File: config.mk
export PLATFORM = sky130hd
export DESIGN_NAME = uart_tx_buffered
export DESIGN_NICKNAME = d
export VERILOG_FILES = /design/src/rtl/uart_tx_buffered.sv
export SDC_FILE = /design/constraint.sdc
export NUM_CORES = 1
export LEC_CHECK = 0
export BUFFER_PORTS_ARGS = -buffer_cell sky130_fd_sc_hd__buf_2
export CORE_ASPECT_RATIO = 0.9
export CORE_MARGIN = 5
export CORE_UTILIZATION = 60
export DETAILED_ROUTE_END_ITERATION = 8
export GPL_TIMING_DRIVEN = 0
export PLACE_DENSITY_LB_ADDON = 0.3
export SYNTH_ARGS = -nofsm -noshare
export SYNTH_HDL_FRONTEND = slang
export SYNTH_SLANG_ARGS = --single-unit
File: constraint.sdc
create_clock -name clk -period 4.8 [get_ports clk]
set_input_delay 0.48 -clock clk [delete_from_list [all_inputs] [get_ports clk]]
set_output_delay 0.48 -clock clk [all_outputs]
set_load 0.01 [all_outputs]
File: src/rtl/uart_tx_buffered.sv
// UART transmitter, 8N1 by default, LSB first, with a one-byte holding
// register so a queued byte starts right after the previous stop bit.
module uart_tx_buffered #(
  parameter int CLKS_PER_BIT = 2604,
  parameter int DBIT         = 8,
  parameter int SB_BITS      = 1
) (
  input  logic            clk,
  input  logic            reset,
  input  logic            tx_start,
  input  logic [DBIT-1:0] din,
  output logic            tx_ready,
  output logic            tx_busy,
  output logic            tx_done_tick,
  output logic            tx
);

  localparam int BW   = $clog2(CLKS_PER_BIT);
  localparam int NMAX = (DBIT > SB_BITS) ? DBIT : SB_BITS;
  localparam int NW   = (NMAX > 1) ? $clog2(NMAX) : 1;

  localparam logic [BW-1:0] BAUD_LAST = BW'(CLKS_PER_BIT - 1);
  localparam logic [NW-1:0] DATA_LAST = NW'(DBIT - 1);
  localparam logic [NW-1:0] STOP_LAST = NW'(SB_BITS - 1);

  typedef enum logic [1:0] {IDLE, START, DATA, STOP} state_t;

  state_t          state, state_n;
  logic [BW-1:0]   baud, baud_n;
  logic [NW-1:0]   nbit, nbit_n;
  logic [DBIT-1:0] shifter, shifter_n;
  logic [DBIT-1:0] hold, hold_n;
  logic            hold_valid, hold_valid_n;
  logic            tx_n;
  logic            baud_end;
  logic            frame_end;
  logic            accept;

  assign baud_end  = (baud == BAUD_LAST);
  assign frame_end = (state == STOP) && baud_end && (nbit == STOP_LAST);
  assign accept    = tx_start && !hold_valid;

  assign tx_ready     = !hold_valid;
  assign tx_busy      = (state != IDLE);
  assign tx_done_tick = frame_end;

  // State, counters, datapath and the registered serial line
  always_ff @(posedge clk) begin
    if (reset) begin
      state      <= IDLE;
      baud       <= '0;
      nbit       <= '0;
      shifter    <= '0;
      hold       <= '0;
      hold_valid <= 1'b0;
      tx         <= 1'b1;
    end else begin
      state      <= state_n;
      baud       <= baud_n;
      nbit       <= nbit_n;
      shifter    <= shifter_n;
      hold       <= hold_n;
      hold_valid <= hold_valid_n;
      tx         <= tx_n;
    end
  end

  // Next-state, bit timing, holding-register handoff and next line level
  always_comb begin
    state_n      = state;
    baud_n       = baud;
    nbit_n       = nbit;
    shifter_n    = shifter;
    hold_n       = hold;
    hold_valid_n = hold_valid;

    case (state)
      IDLE: begin
        if (accept) begin
          shifter_n = din;
          state_n   = START;
          baud_n    = '0;
          nbit_n    = '0;
        end
      end
      START: begin
        if (baud_end) begin
          state_n = DATA;
          baud_n  = '0;
          nbit_n  = '0;
        end else begin
          baud_n = baud + BW'(1);
        end
      end
      DATA: begin
        if (baud_end) begin
          baud_n    = '0;
          shifter_n = shifter >> 1;
          if (nbit == DATA_LAST) begin
            state_n = STOP;
            nbit_n  = '0;
          end else begin
            nbit_n = nbit + NW'(1);
          end
        end else begin
          baud_n = baud + BW'(1);
        end
      end
      STOP: begin
        if (baud_end) begin
          baud_n = '0;
          if (nbit == STOP_LAST) begin
            nbit_n = '0;
            // A byte offered on the final stop cycle with holding empty
            // goes straight to the shifter instead of through holding.
            if (hold_valid) begin
              shifter_n    = hold;
              hold_valid_n = 1'b0;
              state_n      = START;
            end else if (accept) begin
              shifter_n = din;
              state_n   = START;
            end else begin
              state_n = IDLE;
            end
          end else begin
            nbit_n = nbit + NW'(1);
          end
        end else begin
          baud_n = baud + BW'(1);
        end
      end
      default: state_n = IDLE;
    endcase

    if (accept && (state != IDLE) && !frame_end) begin
      hold_n       = din;
      hold_valid_n = 1'b1;
    end

    case (state_n)
      START:   tx_n = 1'b0;
      DATA:    tx_n = shifter_n[0];
      default: tx_n = 1'b1;
    endcase
  end

endmodule

# [Yosys cells after proc, flatten, opt, wreduce, memory -nomap -nowiden]
# Cells that the tools add are included.
[word_totals] regBits=35 elab_cells=70
[op_classes] addsub=2 n_eq_ne=12 n_mux=30 reduce_logical=18
[op_table] cell="two-way mux 8 bit" n=5
[op_table] cell="two-way mux 12 bit" n=2
[op_table] cell="case mux 12 bit (2 select lines)" n=1
[op_table] cell="case mux 8 bit (3 select lines)" n=1
[op_table] cell="two-way mux 3 bit" n=6
[op_table] cell="adder 12 x 1 -> 12 bit (second input constant)" n=1
[op_table] cell="== test 12 bit (second input constant)" n=1
[op_table] cell="two-way mux 2 bit" n=6
[op_table] cell="case mux 3 bit (4 select lines)" n=1
[op_table] cell="!= test 2 bit (second input constant)" n=4
[op_table] cell="case mux 2 bit (4 select lines)" n=1
[op_table] cell="AND reduction 4 bit" n=2
[op_table] cell="nonzero test 2 bit" n=4
[op_table] cell="== test 2 bit (second input constant)" n=3
[op_table] cell="two-way mux 1 bit" n=6
[op_table] cell="logical AND 1 bit" n=5
[op_table] cell="== test 2 x 1 -> 1 bit (second input constant)" n=2
[op_table] cell="adder 3 x 1 -> 3 bit (second input constant)" n=1
[op_table] cell="== test 3 bit (second input constant)" n=1
[op_table] cell="logical NOT 3 bit" n=1
[op_table] cell="AND reduction 3 bit" n=1
[op_table] cell="nonzero test 3 bit" n=1
[op_table] cell="OR reduction 3 bit" n=1
[op_table] cell="logical NOT 1 bit" n=2
[op_table] cell="3 further kinds" n=3

# [Depth between registers and ports, before layout]
# Gate-level depths: netlist of the first run.
[depth] word_depth=9 mapped_depth=7

# [Least setup slack after synthesis of the first run]
# OpenSTA, ideal clock, no wires.
[synth_timing] path_type="register -> register" start="register baud[2]" end="register nbit[1]" setup_ps=128 arrival_ps=1680 required_ps=4672 setup_slack_ps=2992 stages_incl_launch_ff=6 path_buffers=0 synth_period_minus_slack_ps=1808 cell_sequence="dfxtp_1 > or4b_4 > nor3_2 > mux2_2 > a22oi_1 > nor2_1"
[synth_via] elab_chain_cells=3 word_cells_on_any_way=5 cone_classes="eq/ne (4); reduce/logical (1)"
[synth_lines] element="start, declared" line_no="29" text="logic [BW-1:0] baud, baud_n;"
[synth_lines] element="start signal, assigned" line_no="59" text="baud <= baud_n;"
[synth_lines] element="== test 12 bit (*)" line_no="39" text="assign baud_end = (baud == BAUD_LAST);"
[synth_lines] element="!= test 2 bit (no line)"
[synth_lines] element="AND reduction 4 bit (no line) (*)"
[synth_lines] element="end signal, assigned" line_no="60" text="nbit <= nbit_n;"
[synth_lines] element="end, declared" line_no="30" text="logic [NW-1:0] nbit, nbit_n;"
# Mark *: on every way between the ends. The rest lies on a longest branch, timed or not.
# A chain may end at the register's enable or synchronous reset.

# [Final worst setup path of the first run]
[layout_timing] start="register baud[0]" end="output tx_done_tick"
[layout_via] elab_chain_cells=3
[layout_lines] element="== test 12 bit" line_no="39"
[layout_lines] element="logical AND 1 bit (2 in a row)" line_no="40" text="assign frame_end = (state == STOP) && baud_end && (nbit == STOP_LAST);"
[layout_lines] element="end, declared" line_no="14" text="output logic tx_done_tick,"
# Every way passes these cells.

==> results.cfg, run 1 <==
[routing]
post-route-drc-count = 0
routed_via_density = 6.130
detail_route.wl_per_cell_um = 15.15
dr.pass1.iters = 4
drtAntennaViolNets = 0
routed_wl_um = 4560
vias = 1845
drt_iter0_drc = 187

[synthesis]
synth_cells = 238
synth-edff-count = 0
synthesis.area_mm2 = 0.001983
yosys_warnings = 0
ys_types = 48
postSynthAreaPerCell_um2 = 8.333
synth_ff_type = dfxtp_1
ys_async_sr_fraction_pct = 0
synth-seq-area-share_pct = 35.33
syn-num-nets = 253
ys_ff_latch = 35

[worst_setup_path]
critPathRequiredTime_ps = 4320
cp_top_family = simple AND/OR/NAND/NOR gates
worstReg2RegEnd = shifter[3]
max_stage_delay_ps = 380
cp_data_arrival_time_ps = 1790
rrSetupSlack_ps = 2700
worstSetupEndpointType = output port
crit_path_max_fanout = 7
path_cells = ha_1 -> and4bb_2 -> nand4_4 -> nor2_1 -> buf_2
r2r_cells = 6
critPathLaunch = baud[0]
endpoint = tx_done_tick
reg2reg_from = baud[0]
cp.depth = 5
path_buf_inv = 1
critPathLaunchType = register
cp_slowest_cell = dfxtp_1
crit_type = reg -> out

[final_layout]
final_util_pct = 70.63
final_net_count = 273
syn_to_final_growth_pct = 10.91
drive_gt1_share_pct = 14.29
n_antenna_cell = 0

[grt]
antenna_found_initial = 0
grt-busiest-layer = met2
grt_max_degree = 13
grt_pass1_vias = 1602
grt_use_met1_pct = 26.72
use_met2_pct = 34.00
grt_pass1_wl_um = 7631
grt_util_met3_pct = 5.564
grt.total_usage_pct = 20.96
grt_remaining_overflow = 0

[floorplan]
start_util_pct = 63.68
fp.dieH_um = 64.54
fp.coreArea_mm2 = 0.003114
die_area_mm2 = 0.004557
num_rows = 19
num_io_pins = 15
die_x_um = 70.60

[timing]
setup_viol = 0
fin_crit_sh_pct = 47.19
max_freq_ghz = 0.4415
fin_tns_setup_ps = 0
tightest_slew_ps = 679.4
hold_viol_final = 0
drv_slew = 0
skew_ps = 8.288
worst_slew_margin_rel_pct = 54.36
rsz0062_at_grt = false
period_needed_ps = 2265

[pwr]
ir_drop_uv = 217.8
p_leak_nw = 0.8096
power_density_mw_per_mm2 = 281.0

[clock_tree]
cts_sinks = 35
cts_buffers = 5
cts_tree = done
cts_resized = 0
root_buffer = clkbuf_8
post_cts_buffers = 0
clk_pin_slew_worst_paths_ps = 80
cts_buffer_depth = 2
cts_max_level = 2
cts_hold_buf = 0
insertion_delay_ps = 300

[outcome]
run_status = complete, no violations

[min_path]
hold_path_class = in -> reg

[placed_design]
io_buffers = 13
routabilityCongestion = 0.8621
dpl.hpwl_um = 3246

[job]
max-cap-violations = 0
logic make-up (layout without fill, tap and decap cells):
logic type	Yosys count	after routing	share of synthesized area [%]
AND/OR/NAND/NOR	98	98	26.88
buffers and inverters	20	41	4.353
adder cells (fa/ha/maj)	4	4	2.524
multiplexers	11	11	5.678
flip-flops	35	35	35.33
AO/OA/AOI/OAI	70	70	25.24
cells in the mapped netlist, types with 2 or more instances:
cell type / instances / share of area [%]
ha_1: 4 / 2.5
mux2i_1: 9 / 4.5
nor2b_1: 4 / 1.3
o21ai_0: 8 / 2.0
mux2_2: 2 / 1.1
nand2_1: 33 / 6.2
a31oi_1: 10 / 3.2
o31a_1: 2 / 0.88
a311oi_1: 5 / 2.2
nand2b_1: 2 / 0.63
nand4_1: 2 / 0.63
clkbuf_2: 2 / 0.50
nor3_1: 7 / 1.8
clkbuf_1: 8 / 1.5
dfxtp_1: 35 / 35
a21oi_1: 14 / 3.5
nor3_2: 3 / 1.5
nand3b_1: 4 / 1.5
a41oi_1: 3 / 1.3
inv_1: 7 / 1.3
a21o_1: 8 / 3.0
nor2_1: 26 / 4.9
a22oi_1: 11 / 4.2
nand3_1: 5 / 1.3
final cells by class:
class | count | area (um2)
multi-input combinational | 183 | 1196
fill | 265 | 914.6
sequential | 35 | 700.7
clock buffer | 6 | 82.58
timing repair buffer | 13 | 65.06
buffer | 13 | 60.06
tap | 42 | 52.55
inverter | 7 | 26.28
clock inverter | 2 | 16.27
worst min-delay path by stage:
stage / startpoint / endpoint / slack, ps / cells past startpoint
after floorplan: hold[1] / shifter[1] / 450 / 2
after global placement: hold[4] / shifter[4] / 460 / 2
after detailed placement: hold[6] / shifter[6] / 460 / 2
after CTS: din[6] / hold[6] / 430 / 3
after global routing: din[2] / hold[2] / 460 / 3
final: din[6] / hold[6] / 430 / 3
per-stage QoR:
stage | hold WS, ps | instance area [um2] | instances | power [mW] | setup slack [ps]
finish | 426.7 | 2200 | 301 | 0.6182 | 2535
global route | 457.5 | 2200 | 301 | 0.6473 | 2403
CTS | 426.8 | 2200 | 301 | 0.6210 | 2534
detailed placement | 459.3 | 2101 | 293 | 0.3936 | 2727
global placement | 457.2 | 2101 | 293 | 0.3917 | 2785
floorplan | 446.0 | 1983 | 238 | 0.3705 | 2992
state kept, by name, summed over array words and instances (netlist names):
signal,cells
baud,12
hold,8
shifter,8
nbit,3
state,2
hold_valid,1
tx,1
worst register-to-register path: stages, from the launching register on:
cell      delay [ps]
dfxtp_1          380
ha_1             260
and4bb_2         360
nand3_1          120
nor3_1           560
a22oi_1          160
a31oi_1          190
report_power, final:
part / internal (mW) / switching, mW / total, mW / leakage [nW]
logic: 0.0306 / 0.0488 / 0.0794 / 0.478
registers: 0.301 / 0.00826 / 0.309 / 0.285
clock network: 0.117 / 0.113 / 0.230 / 0.0474
total: 0.448 / 0.170 / 0.618 / 0.810
cells in the final DEF (no fill, tap or decap), types with 2 or more instances in the layout:
cell type / synthesis / layout
dfxtp_1: 35 / 35
nand2_1: 33 / 33
nor2_1: 26 / 26
a21oi_1: 14 / 14
buf_2: 1 / 14
a22oi_1: 11 / 11
a31oi_1: 10 / 10
mux2i_1: 9 / 9
clkbuf_1: 8 / 8
o21ai_0: 8 / 8
a21o_1: 8 / 8
inv_1: 7 / 7
nor3_1: 7 / 7
clkbuf_8: 0 / 6
nand3_1: 5 / 5
a311oi_1: 5 / 5
nor2b_1: 4 / 4
nand3b_1: 4 / 4
ha_1: 4 / 4
nor3_2: 3 / 3
a41oi_1: 3 / 3
clkbuf_2: 2 / 2
nand2b_1: 2 / 2
o31a_1: 2 / 2
mux2_2: 2 / 2
nand4_1: 2 / 2
per-layer routing:
metal  routed length [um]  vias up
met4                   85        0
met2                 2124       50
met5                    0        -
met1                 2015      870
met3                  336       10
li1                     -      915
Power figures use the tool's default switching activity.
==> run 2, diff against run 1 <==
--- a/config.mk
+++ b/config.mk
@@ -8,7 +8,7 @@
 export BUFFER_PORTS_ARGS = -buffer_cell sky130_fd_sc_hd__buf_2
 export CORE_ASPECT_RATIO = 0.9
 export CORE_MARGIN = 5
-export CORE_UTILIZATION = 60
+export CORE_UTILIZATION = 53
 export DETAILED_ROUTE_END_ITERATION = 8
 export GPL_TIMING_DRIVEN = 0
 export PLACE_DENSITY_LB_ADDON = 0.3
==> constraint.sdc (replaced) <==
create_clock -name clk -period 2.05 [get_ports clk]
set_input_delay 0.205 -clock clk [delete_from_list [all_inputs] [get_ports clk]]
set_output_delay 0.205 -clock clk [all_outputs]
set_load 0.01 [all_outputs]
==> run 2 against run 1 <==
First-iteration DRC count down 11%. Routed wire length up 4.0%. Register-to-register slack worse by 2600 ps. Final area up 3.9%. Core utilization down 8.5 points. Sequential cell count unchanged. Via count up 1.4%. Worst setup slack worse by 2400 ps. Critical path depth unchanged. Total power rose to 2.5 times the previous value. Critical endpoint is now nbit[1]. Largest cell class unchanged. Largest power group unchanged.
==> results.cfg, run 2 (synthesis gave the netlist of run 1 again) <==
[timing]
fin_tns_setup_ps = 0
period_needed_ps = 1952
max_freq_ghz = 0.5122
fin_ws_ps = 97.52
rsz0062_at_grt = false
hold_viol_final = 0
drv_slew = 0
setup_viol = 0
fin_crit_sh_pct = 95.24
tightest_slew_ps = 624.1
skew_ps = 7.051
worst_slew_margin_rel_pct = 58.39
whs_ps = 151.0

[final_layout]
n_antenna_cell = 0
drive_gt1_share_pct = 16.79
regMostFlops = baud
final_common_cell = dfxtp_1
final_net_count = 276
fillers = 328
final_cell_mix = dfxtp_1 (35), nand2_1 (33), nor2_1 (26), a21oi_1 (14), buf_2 (14)
top_regs = baud (12), hold (8), shifter (8)
regArea_um2 = 700.7
syn_to_final_growth_pct = 15.20
multi_input_area_mm2 = 0.001226
largest_reg_flops = 12
stdcell_count = 308

[floorplan]
fp.dieH_um = 68.03
die_area_mm2 = 0.005067
fp.coreArea_mm2 = 0.003679
die_x_um = 74.48
num_rows = 21
start_util_pct = 53.91
num_io_pins = 15

[clock_tree]
cts_buffer_depth = 2
cts_tree = done
clk_pin_slew_worst_paths_ps = 80
root_buffer = clkbuf_8
insertion_delay_ps = 300
cts_sinks = 35
cts_max_level = 2
cts_buffers = 5

[pwr]
power_density_mw_per_mm2 = 679.1
p_leak_nw = 0.8582
p_total_mw = 1.551
ir_drop_uv = 395.3

[grt]
grt_use_met1_pct = 28.31
grt.total_usage_pct = 19.94
grt-busiest-layer = met2
antenna_found_initial = 0
grt_util_met3_pct = 3.965
grt_remaining_overflow = 0
grt_pass1_wl_um = 7755
grt_pass1_vias = 1627
grt_max_degree = 13
use_met2_pct = 30.04

[worst_setup_path]
max_stage_delay_ps = 600
reg2reg_from = baud[2]
r2r_cells = 5
critPathLaunchType = register
crit_path_max_fanout = 6
cp_slowest_cell = or4b_4
worstSetupEndpointType = register
path_cells = or4b_4 -> nor3_2 -> mux2_2 -> a22oi_1 -> nor2_1
critPathRequiredTime_ps = 2220
crit_type = reg -> reg
path_buf_inv = 0
worstReg2RegEnd = nbit[1]
cp_top_family = simple AND/OR/NAND/NOR gates
cp_data_arrival_time_ps = 2120
rrSetupSlack_ps = 100

[routing]
post-route-drc-count = 0
drt_iter0_drc = 166
routed_wl_um = 4741
vias = 1871
dr.pass1.iters = 4
routed_via_density = 6.075
detail_route.wl_per_cell_um = 15.39
drtAntennaViolNets = 0

[min_path]
hold_end = hold[5]
holdPathStages = 3
min-delay-start = din[5]
hold_path_class = in -> reg

[placed_design]
io_buffers = 13
post-place-ws_ps = 15.30
dp.cells = 297
dpl.hpwl_um = 3281
routabilityCongestion = 0.8353

[outcome]
run_status = complete, no violations

[job]
max-cap-violations = 0
[run 2: cell types whose count changed in the layout (fill, tap and decap cells not counted), sizes merged]
cell,change
buf,+3
clkbuf,-1
bufinv,+1
clkinvlp,-1
clkinv,+1
[run 2: timing repair]
action | 4_1_cts | 5_1_grt
setup buffers | 0 | 3
hold endpoints to repair | 0 | 0
endpoints found under the setup margin | 1 | 21
gates resized for setup | 1 | 7
pin swaps | 0 | 4
hold buffers | 0 | 0
[run 2: cell type report]
type                       instances  area share, %
inverter                           7          1.150
timing repair buffer              16          4.381
buffer                            13          2.683
multi-input combinational        183          53.67
clock inverter                     3          1.917
sequential                        35          30.67
tap                               46          2.519
clock buffer                       5          3.012
[run 2: per-stage QoR]
step	util (%)	instance area, um2
6_report	62.11	2285
5_1_grt	62.11	2285
4_1_cts	60.44	2223
3_5_place_dp	57.24	2106
3_3_place_gp	57.24	2106
2_1_floorplan	-	1983
[run 2: worst max path at each step]
stage	cells past startpoint	slack [ps]	end	from
CTS	6	20	hold[4]	baud[0]
floorplan	5	240	nbit[1]	baud[2]
finish	5	100	nbit[1]	baud[2]
global placement	6	50	shifter[4]	baud[0]
global route	6	9	baud[7]	baud[2]
detailed placement	6	20	shifter[6]	baud[0]
[run 2: worst reg2reg max path, cell delays in order, from the launching register on]
cell     delay (ps)
dfxtp_1         380
or4b_4          600
nor3_2          270
mux2_2          360
a22oi_1         160
nor2_1           50
[run 2: per-layer routing]
layer / wire [um] / part of all wire (%)
met1: 2262 / 48
met2: 2140 / 45
met3: 246 / 5.2
met4: 91 / 1.9
met5: 0 / 0
[run 2: report_power, final]
group	switching (mW)	total (mW)	leakage [nW]	internal [mW]
Clock	0.270	0.632	0.0581	0.362
Combinational	0.119	0.196	0.516	0.0770
Sequential	0.0199	0.723	0.285	0.704
Total	0.409	1.55	0.858	1.14
==> run 3, diff against run 2 <==
--- a/config.mk
+++ b/config.mk
@@ -6,7 +6,6 @@
 export NUM_CORES = 1
 export LEC_CHECK = 0
 export BUFFER_PORTS_ARGS = -buffer_cell sky130_fd_sc_hd__buf_2
-export CORE_ASPECT_RATIO = 0.9
 export CORE_MARGIN = 5
 export CORE_UTILIZATION = 53
 export DETAILED_ROUTE_END_ITERATION = 8
==> run 3 against run 2 <==
Sequential cell count is the same. Via count shrank 0.32%. First-iteration DRC count shrank 29%. Die area is essentially flat. Routed wire length grew 0.91%. Fmax shrank 0.28%. Total power shrank 4.3%. Worst setup slack lost 5.5 ps. Highest routed layer unchanged.
==> results.cfg, run 3 (synthesis gave the netlist of run 1 again) <==
[outcome]
run_status = complete, no violations

[grt]
grt_pass1_wl_um = 8128
grt_remaining_overflow = 0
grt.total_usage_pct = 20.09
grt_pass1_vias = 1747
antenna_found_initial = 0
grt_max_degree = 12

[final_layout]
largest_reg_flops = 12
final_common_cell = dfxtp_1
stdcell_count = 312
syn_to_final_growth_pct = 15.77
design_area_mm2 = 0.002296
final_net_count = 278
top_regs = baud (12), hold (8), shifter (8)
n_antenna_cell = 0
final_cell_mix = dfxtp_1 (35), nand2_1 (33), nor2_1 (26), a21oi_1 (14), buf_2 (14)
regMostFlops = baud
fillers = 323
drive_gt1_share_pct = 18.18
regArea_um2 = 700.7
multi_input_area_mm2 = 0.001229

[routing]
routed_via_density = 5.978
routed_wl_um = 4784
post-route-drc-count = 0
drtAntennaViolNets = 0
drt_iter0_drc = 118
vias = 1865
detail_route.wl_per_cell_um = 15.33
dr.pass1.iters = 4

[timing]
setup_viol = 0
hold_viol_final = 0
max_freq_ghz = 0.5107
whs_ps = 152.1
skew_ps = 10.09
drv_slew = 0
worst_slew_margin_rel_pct = 61.31
tightest_slew_ps = 580.4
fin_crit_sh_pct = 95.51
rsz0062_at_grt = false
period_needed_ps = 1958

[worst_setup_path]
max_stage_delay_ps = 610
cp_top_family = simple AND/OR/NAND/NOR gates
critPathLaunchType = register
crit_type = reg -> reg
critPathRequiredTime_ps = 2220
cp_slowest_cell = or4b_4
cp_data_arrival_time_ps = 2120
path_cells = or4b_4 -> nor3_4 -> mux2_2 -> a22oi_1 -> nor2_1
path_buf_inv = 0
rrSetupSlack_ps = 90
crit_path_max_fanout = 6
worstSetupEndpointType = register

[floorplan]
die_x_um = 71.17
start_util_pct = 54.58
fp.dieH_um = 71.17
fp.coreArea_mm2 = 0.003633
num_io_pins = 15
num_rows = 22
die_area_mm2 = 0.005065

[clock_tree]
cts_buffers = 5
cts_buffer_depth = 2
cts_tree = done
cts_sinks = 35
clk_pin_slew_worst_paths_ps = 70
cts_hold_buf = 0
root_buffer = clkbuf_8
insertion_delay_ps = 300
cts_max_level = 2

[placed_design]
routabilityCongestion = 0.8087
dpl_cell_area_mm2 = 0.002108
dpl.hpwl_um = 3394
io_buffers = 13
dp.cells = 299

[job]
max-cap-violations = 0

[pwr]
ir_drop_uv = 450.7
p_leak_nw = 0.8654
power_density_mw_per_mm2 = 646.5

[min_path]
hold_path_class = in -> reg
## run 3: final timing paths
kind | from | end | depth (start not counted)
hold / removal | din[5] | hold[5] | 3
setup reg to reg | baud[2] | nbit[1] | 5
setup / recovery | baud[2] | nbit[1] | 5
hold reg to reg | hold[5] | shifter[5] | 2
## run 3: layout make-up
class / instances / share of cell area (%)
Multi-Input combinational cell: 183 / 53.52
Timing Repair Buffer: 18 / 5.014
Inverter: 7 / 1.144
Clock inverter: 1 / 0.3270
Sequential cell: 35 / 30.52
Clock buffer: 7 / 4.196
Buffer: 13 / 2.670
Tap cell: 48 / 2.616
## run 3: report_power, final
| group | internal [mW] | switching, mW | leakage (nW) | total, mW |
|---|---|---|---|---|
| clock | 0.306 | 0.262 | 0.0505 | 0.568 |
| combinational | 0.0771 | 0.117 | 0.530 | 0.194 |
| sequential | 0.704 | 0.0191 | 0.285 | 0.723 |
## run 3: layer usage
metal  track usage (%)  part of all wire (%)  vias up
li1                  -                     -      925
met1             25.99                    45      893
met2             31.22                    48       35
met3             4.261                   3.8       12
met4             10.44                   2.4        0
met5                 0                     0        -
## run 3: worst reg2reg max path, cell delays in order (launching register included)
cell	delay, ps
dfxtp_1	380
or4b_4	610
nor3_4	270
mux2_2	360
a22oi_1	150
nor2_1	60
## run 3: stage by stage
step	utilization, %	total power, mW	setup WS, ps	setup TNS, ps
3_5_place_dp	58.02	0.9224	-1.504	-1.504
6_report	63.19	1.484	91.97	0
5_1_grt	63.19	1.553	1.547	0
2_1_floorplan	-	0.8675	242.1	0
3_3_place_gp	58.02	0.9181	54.74	0
4_1_cts	61.02	1.484	21.56	0
## run 3: what timing repair did
action,4_1_cts,5_1_grt
endpoints found under the setup margin,2,22
buffers inserted,0,5
pin swaps,0,4
resized for setup,1,8
